### src/rtl/piso_pkg.sv
// piso_pkg: shared state type, direction codes and frame sizing for piso_serializer.
// Build option: PISO_PARITY_EN appends one even-parity bit to every frame.
package piso_pkg;

   typedef enum logic [0:0] {
      IDLE  = 1'b0,
      SHIFT = 1'b1
   } state_e;

   localparam logic DIR_MSB_FIRST = 1'b0;
   localparam logic DIR_LSB_FIRST = 1'b1;

   function automatic int frame_len(input int msb);
`ifdef PISO_PARITY_EN
      return msb + 1;
`else
      return msb;
`endif
   endfunction

endpackage

### src/rtl/piso_bit_counter.sv
// piso_bit_counter: loadable up-counter of emitted frame bits.
// last is high while the count equals TERM; the count saturates there.
module piso_bit_counter #(
   parameter int W    = 3,
   parameter int TERM = 4
) (
   input  logic         clk,
   input  logic         rst,
   input  logic         en,
   input  logic         load,
   input  logic         clr,
   input  logic         inc,
   output logic [W-1:0] cnt,
   output logic         last
);

   localparam logic [W-1:0] TERM_C = W'(TERM);

   logic [W-1:0] cnt_q;
   logic [W-1:0] cnt_d;

   always_comb begin
      cnt_d = cnt_q;
      if (en) begin
         if (load) begin
            cnt_d = W'(1);
         end else if (clr) begin
            cnt_d = '0;
         end else if (inc && (cnt_q != TERM_C)) begin
            cnt_d = cnt_q + W'(1);
         end
      end
   end

   always_ff @(posedge clk) begin
      if (rst) begin
         cnt_q <= '0;
      end else begin
         cnt_q <= cnt_d;
      end
   end

   assign cnt  = cnt_q;
   assign last = (cnt_q == TERM_C);

endmodule

### src/rtl/piso_serializer.sv
// piso_serializer: parallel-in serial-out transmitter with valid/ready load, per-word direction.
// Build option: PISO_PARITY_EN emits an even-parity bit after the data bits.
module piso_serializer
   import piso_pkg::*;
#(
   parameter int MSB = 4
) (
   input  logic           clk,
   input  logic           rst,
   input  logic           en,
   input  logic           load_valid,
   output logic           load_ready,
   input  logic [MSB-1:0] load_data,
   input  logic           load_dir,
   output logic           q,
   output logic           q_valid,
   output logic           q_last,
   output logic           busy
);

   localparam int FLEN = frame_len(MSB);
   localparam int CW   = $clog2(FLEN + 1);

   state_e         state_q;
   state_e         state_d;
   logic [MSB-1:0] sr_q;
   logic [MSB-1:0] sr_d;
   logic           dir_q;
   logic           dir_d;
   logic           q_q;
   logic           q_d;
   logic [CW-1:0]  cnt;
   logic           last;
   logic           accept;
   logic           step;
   logic           clr;
`ifdef PISO_PARITY_EN
   logic           par_q;
   logic           par_d;
`else
   logic           cnt_unused;
   assign cnt_unused = ^cnt;
`endif

   // Ready on the last bit too, so the next frame follows without a gap
   assign load_ready = !rst && en &&
                       ((state_q == IDLE) || ((state_q == SHIFT) && last));
   assign accept     = load_valid && load_ready;
   assign step       = en && (state_q == SHIFT) && !last;
   assign clr        = en && (state_q == SHIFT) && last && !accept;

   piso_bit_counter #(
      .W    (CW),
      .TERM (FLEN)
   ) u_cnt (
      .clk  (clk),
      .rst  (rst),
      .en   (en),
      .load (accept),
      .clr  (clr),
      .inc  (state_q == SHIFT),
      .cnt  (cnt),
      .last (last)
   );

   always_comb begin
      state_d = state_q;
      sr_d    = sr_q;
      dir_d   = dir_q;
      q_d     = q_q;
`ifdef PISO_PARITY_EN
      par_d   = par_q;
`endif
      if (accept) begin
         state_d = SHIFT;
         dir_d   = load_dir;
`ifdef PISO_PARITY_EN
         par_d   = ^load_data;
`endif
         // First bit goes straight to q; sr keeps the remainder
         if (load_dir == DIR_LSB_FIRST) begin
            q_d  = load_data[0];
            sr_d = load_data >> 1;
         end else begin
            q_d  = load_data[MSB-1];
            sr_d = load_data << 1;
         end
      end else if (step) begin
         if (dir_q == DIR_LSB_FIRST) begin
            q_d  = sr_q[0];
            sr_d = sr_q >> 1;
         end else begin
            q_d  = sr_q[MSB-1];
            sr_d = sr_q << 1;
         end
`ifdef PISO_PARITY_EN
         if (cnt == CW'(MSB)) begin
            q_d = par_q;
         end
`endif
      end else if (clr) begin
         state_d = IDLE;
      end
   end

   always_ff @(posedge clk) begin
      if (rst) begin
         state_q <= IDLE;
         sr_q    <= '0;
         dir_q   <= DIR_MSB_FIRST;
         q_q     <= 1'b0;
`ifdef PISO_PARITY_EN
         par_q   <= 1'b0;
`endif
      end else begin
         state_q <= state_d;
         sr_q    <= sr_d;
         dir_q   <= dir_d;
         q_q     <= q_d;
`ifdef PISO_PARITY_EN
         par_q   <= par_d;
`endif
      end
   end

   assign q       = q_q;
   assign q_valid = (state_q == SHIFT);
   assign busy    = (state_q == SHIFT);
   assign q_last  = (state_q == SHIFT) && last;

endmodule

### config.mk
export PLATFORM = sky130hd
export DESIGN_NAME = piso_serializer
export DESIGN_NICKNAME = d
export VERILOG_FILES = /design/src/rtl/piso_pkg.sv /design/src/rtl/piso_bit_counter.sv /design/src/rtl/piso_serializer.sv
export SDC_FILE = /design/constraint.sdc
export NUM_CORES = 1
export LEC_CHECK = 0
export CAP_MARGIN = 30
export CORE_MARGIN = 5
export CORE_UTILIZATION = 48
export DETAILED_ROUTE_END_ITERATION = 12
export GPL_TIMING_DRIVEN = 0
export HOLD_SLACK_MARGIN = 0.15
export PLACE_DENSITY_LB_ADDON = 0.12
export RECOVER_POWER = 100
export SETUP_SLACK_MARGIN = 0.1
export SLEW_MARGIN = 20
export SYNTH_ARGS = -nofsm -noshare
export SYNTH_HDL_FRONTEND = slang
export SYNTH_SLANG_ARGS = --single-unit
### constraint.sdc
create_clock -name clk -period 2 [get_ports clk]
set_clock_uncertainty 0.15 [all_clocks]
set_input_delay 0.2 -clock clk [delete_from_list [all_inputs] [get_ports clk]]
set_output_delay 0.2 -clock clk [all_outputs]
set_load 0.02 [all_outputs]
# --- Word-level counts from Yosys, hierarchy flattened ---
# Cells that the tools add are included.
word_totals:
  reg_bits: 10
  latch_bits: 0
  mem_bits_rw: 0
  romBits: 0
  in_bits: 9
  out_inout_bits: 5
  elab_cells: 42
  mem_count: 0
classes:
  add_sub_neg: 1
  multipliers: 0
  n_div: 0
  n_lt_le_gt_ge: 0
  n_eq_ne: 3
  shift: 0
  muxes: 14
  n_bitwise: 1
  n_reduce_logical: 18
ops:
  columns: ["cell", "count"]
  rows:
  - ["4-bit two-way mux", 4]
  - ["1-bit logical AND", 9]
  - ["3-bit two-way mux", 3]
  - ["1-bit two-way mux", 7]
  - ["2-bit AND reduction", 2]
  - ["2-bit nonzero test", 2]
  - ["3-bit by 1-bit adder with 3-bit output, second input constant", 1]
  - ["3-bit == test, second input constant", 1]
  - ["1-bit logical NOT", 3]
  - ["3-bit inequality test, second input constant", 1]
  - ["3-bit nonzero test", 1]
  - ["2-bit inequality test, second input constant", 1]
  - ["1-bit logical OR", 1]
  - ["1-bit inverter", 1]

# --- Longest topological paths before layout ---
depth:
  depth_word: 10
  ltp_mapped: 6
  mapped_depth_nobuf: 5

# --- Hierarchy ---
# From an unflattened synthesis, not the netlist that was laid out.
hier_totals:
  cells_unflattened: 72
  hier_area_um2: 649.4
by_module_without_submodules:
  columns: ["mod", "instances", "cells_per_inst", "area_each_um2", "seq_area_each_um2"]
  rows:
  - ["piso_serializer", 1, 49, 450.4, 140.1]
  - ["piso_bit_counter", 1, 23, 198.9, 60.1]

# --- Least setup slack after synthesis ---
# Ideal clock, no wire load.
synth_path:
  path_type: "reg2out"
  startpoint: "register u_cnt.cnt_q[0] (netlist: u_cnt.cnt[0])"
  endpoint: "output port load_ready"
  t_arrival_ns: 1.388
  t_required_ns: 1.650
  slack_ns: 0.262
  stages_incl_launch_ff: 6
  n_path_buf: 1
  cell_sequence: "dfxtp_1 inv_1 ha_1 a21boi_2 buf_4 nor3b_1"
synth_via:
  elab_chain_cells: 4
synth_rtl:
  columns: ["element", "line", "source"]
  rows:
  - ["start, declared", "piso_bit_counter.sv:19", "logic [W-1:0] cnt_q;"]
  - ["start signal, assigned", "piso_bit_counter.sv:39", "cnt_q <= cnt_d;"]
  - ["3-bit == test", "piso_bit_counter.sv:44", "assign last = (cnt_q == TERM_C);"]
  - ["1-bit logical AND", "piso_serializer.sv:47", "((state_q == IDLE) || ((state_q == SHIFT) && last));"]
  - ["1-bit logical OR", "piso_serializer.sv:47", null]
  - ["1-bit logical AND", "piso_serializer.sv:46", "assign load_ready = !rst && en &&"]
  - ["end, declared", "piso_serializer.sv:12", "output logic load_ready,"]
# No other way between the ends.

# --- Worst setup path after layout ---
# Same ends and word-level chain as after synthesis.

==> impl_metrics.yaml <==
final_layout:
  fin_cells: 108
  nNetsFinal: 105
  drive_above_1_share: 0.226
  area_delta_synth_final_pct: 29.3
  diodes: 0
  nFillCells: 122
clocking:
  clock-sinks: 10
  cts_buffer_depth: 2
  cts-htree-levels: 1
  clk_latency_ns: 0.26
  cts_setup_buffers: 0
  ctsRootBufferMaster: "clkbuf_4"
  cts_tree: "built"
  cts_made_buffers: 3
  clk_pin_slew_ns: 0.07
route:
  drc: 0
  drtPass1Iterations: 4
  num_vias: 646
  ant_nets: 0
  wl_per_cell_um: 15.0
  via_per_inst: 5.98
  drt_iter0_markers: 6
  wirelength_um: 1630
global_route:
  grt_pass1_vias: 637
  grt_pass1_wl_um: 2860
  antenna_found_initial: 0
  grt_max_degree: 11
  track_usage: 0.185
  overflow: 0
sta:
  slew_viol_final: 0
  fin_setup_tns_ns: 0
  final.min_clock_period_ns: 1.84
  fmax_mhz: 543
  worst_slack_ns: 0.158
  rsz0062_at_grt: "yes"
  max-slew-margin-rel: 0.677
  hold-worst-slack_ns: 0.351
  setup_viol: 0
  worstMarginPinSlew_ns: 0.484
  period_share: 0.921
  hold_viol: 0
worst_setup_path:
  cp-end-kind: "output pin"
  max_stage_delay_ns: 0.33
  crit_family: "buffers and inverters"
  critical_path.slowest_cell: "dfxtp_1"
  cp_cell_sequence: "inv_1 > ha_4 > a21boi_4 > buf_6 > nor3b_1 > clkbuf_2"
  crit_type: "flop to output pin"
  critPathMaxFanout: 10
  cp.required_ns: 1.65
  startpoint_type: "flop"
  r2r.worst_path.cells: 6
  critical_path_arrival_ns: 1.49
  cp_num_buf_inv: 3
  worst-path-stages: 6
power:
  leakage_uw: 0.000330
  p_clk_frac: 0.363
  switchingPower_uw: 131
  p_int_uw: 374
  powerDensity_nw_per_um2: 578
  pwr-share-seq: 0.431
  vdd_ir_drop_max_mv: 0.371
  switching_share: 0.259
  power_frac_comb: 0.206
synthesis:
  ys.flop_type: "dfxtp_1"
  synth.area.top_cells: "dfxtp_1 (30%), mux2_2 (10%), a21oi_1 (4.4%)"
  yosysWarnings: 0
  synth-seq-area-share: 0.296
  synth.most_common_cell: "dfxtp_1"
  synth_top_area_share: 0.296
  async_flop_share: 0
  yosys.area.top_type: "dfxtp_1"
  syn_nets: 87
  synth.avg_cell_area_um2: 8.89
  synthesis.area_um2: 676
  synth_edf_count: 0
  ys_ff_latch: 10
  synth_common_cells: "dfxtp_1 (10), a21oi_1 (6), mux2_2 (6), o21ai_0 (6), nand3_1 (5)"
  ys_types: 34
  synthCells: 76
min_path:
  hold_path_depth: 2
  hp-class: "flop to flop"
flow_run:
  drv_cap: 0
placed_design:
  gp_congestion: 0.842
  port_buffers: 12
  hpwlAfterDp_um: 1220
  pre_cts_ws_ns: -0.205
  dp.cells: 103
floorplan:
  coreArea_um2: 1320
  dieArea_um2: 2260
  die_width_um: 47.5
  die_h_um: 47.5
  initial_utilization: 0.513
  rows: 13
  io_pins: 14
status:
  status: "finished, final reports clean"
==> cell usage in the layout (no fill, tap or decap), types with 2 or more instances in the layout <==
cell type	count
inv_1	2
nand3_1	5
nor3_1	3
clkbuf_4	3
dfxtp_1	9
a21oi_1	6
clkdlybuf4s50_1	7
o21ai_0	6
nand2_1	4
dlygate4sd3_1	4
a311oi_1	3
o211ai_1	2
clkbuf_1	2
nand2b_1	3
mux2_2	6
a211oi_1	2
buf_6	2
==> flip-flops by register name, indices dropped and copies added (netlist names) <==
name       count
sr_q           4
q              1
u_cnt.cnt      3
dir_q          1
busy           1
==> area by class of cell <==
cell class | count | area, um2 | share of cell area
Multi-Input combinational cell | 59 | 448 | 0.513
Buffer | 5 | 37.5 | 0.0430
Inverter | 2 | 7.51 | 0.00860
Timing Repair Buffer | 13 | 124 | 0.142
Sequential cell | 10 | 201 | 0.231
Clock buffer | 4 | 36.3 | 0.0415
Tap cell | 15 | 18.8 | 0.0215
==> path summary, 6_finish.rpt <==
check	startpoint	end	slack [ns]
worst min register to register	u_cnt.cnt[1]$_SDFFE_PP0P_	u_cnt.cnt[1]$_SDFFE_PP0P_	0.35
worst max register to register	u_cnt.cnt[0]$_SDFFE_PP0P_	sr_q[3]$_SDFFE_PP0P_	0.45
worst max-delay path	u_cnt.cnt[0]$_SDFFE_PP0P_	load_ready	0.16
worst min-delay path	u_cnt.cnt[1]$_SDFFE_PP0P_	u_cnt.cnt[1]$_SDFFE_PP0P_	0.35
==> worst min-delay path: stages (launching register included) <==
cell and delay, ns:
dfxtp_1 0.33, nand2b_1 0.07, a21oi_1 0.06
==> what timing repair did <==
item | 4_1_cts | 5_1_grt
cloned | 0 | 0
hold buffers | 1 | 0
setup endpoints to repair | 2 | 2
resized for setup | 8 | 3
hold endpoints to repair | 3 | 0
==> stage by stage <==
stage	power [uW]	instance area, um2	utilization
3_5_place_dp	321	815	0.618
6_report	505	873	0.663
2_1_floorplan	281	676	-
5_1_grt	536	873	0.663
3_3_place_gp	319	815	0.618
4_1_cts	512	867	0.658
==> power groups by stage <==
stage / registers, uW / logic [uW] / clock network [uW]
6_report: 218 / 104 / 183
2_1_floorplan: 222 / 58.4 / 0
4_1_cts: 217 / 104 / 191
3_5_place_dp: 222 / 99.7 / 0
3_3_place_gp: 221 / 97.9 / 0
5_1_grt: 219 / 114 / 203
==> cell families after synthesis <==
| logic type | after synthesis | synth area share |
|---|---|---|
| simple gates | 26 | 0.241 |
| compound gates | 25 | 0.263 |
| flops | 10 | 0.296 |
| buf+inv | 7 | 0.0629 |
| mux | 6 | 0.100 |
| fa+ha+maj | 2 | 0.0370 |
==> routing by layer <==
metal  track usage  wire (um)  vias up
li1              -          -      329
met3        0.0714         75        4
met1         0.212        709      301
met4        0.0497         22        0
met5             0          0        -
met2         0.318        818       12
Power figures use the tool's default switching activity.
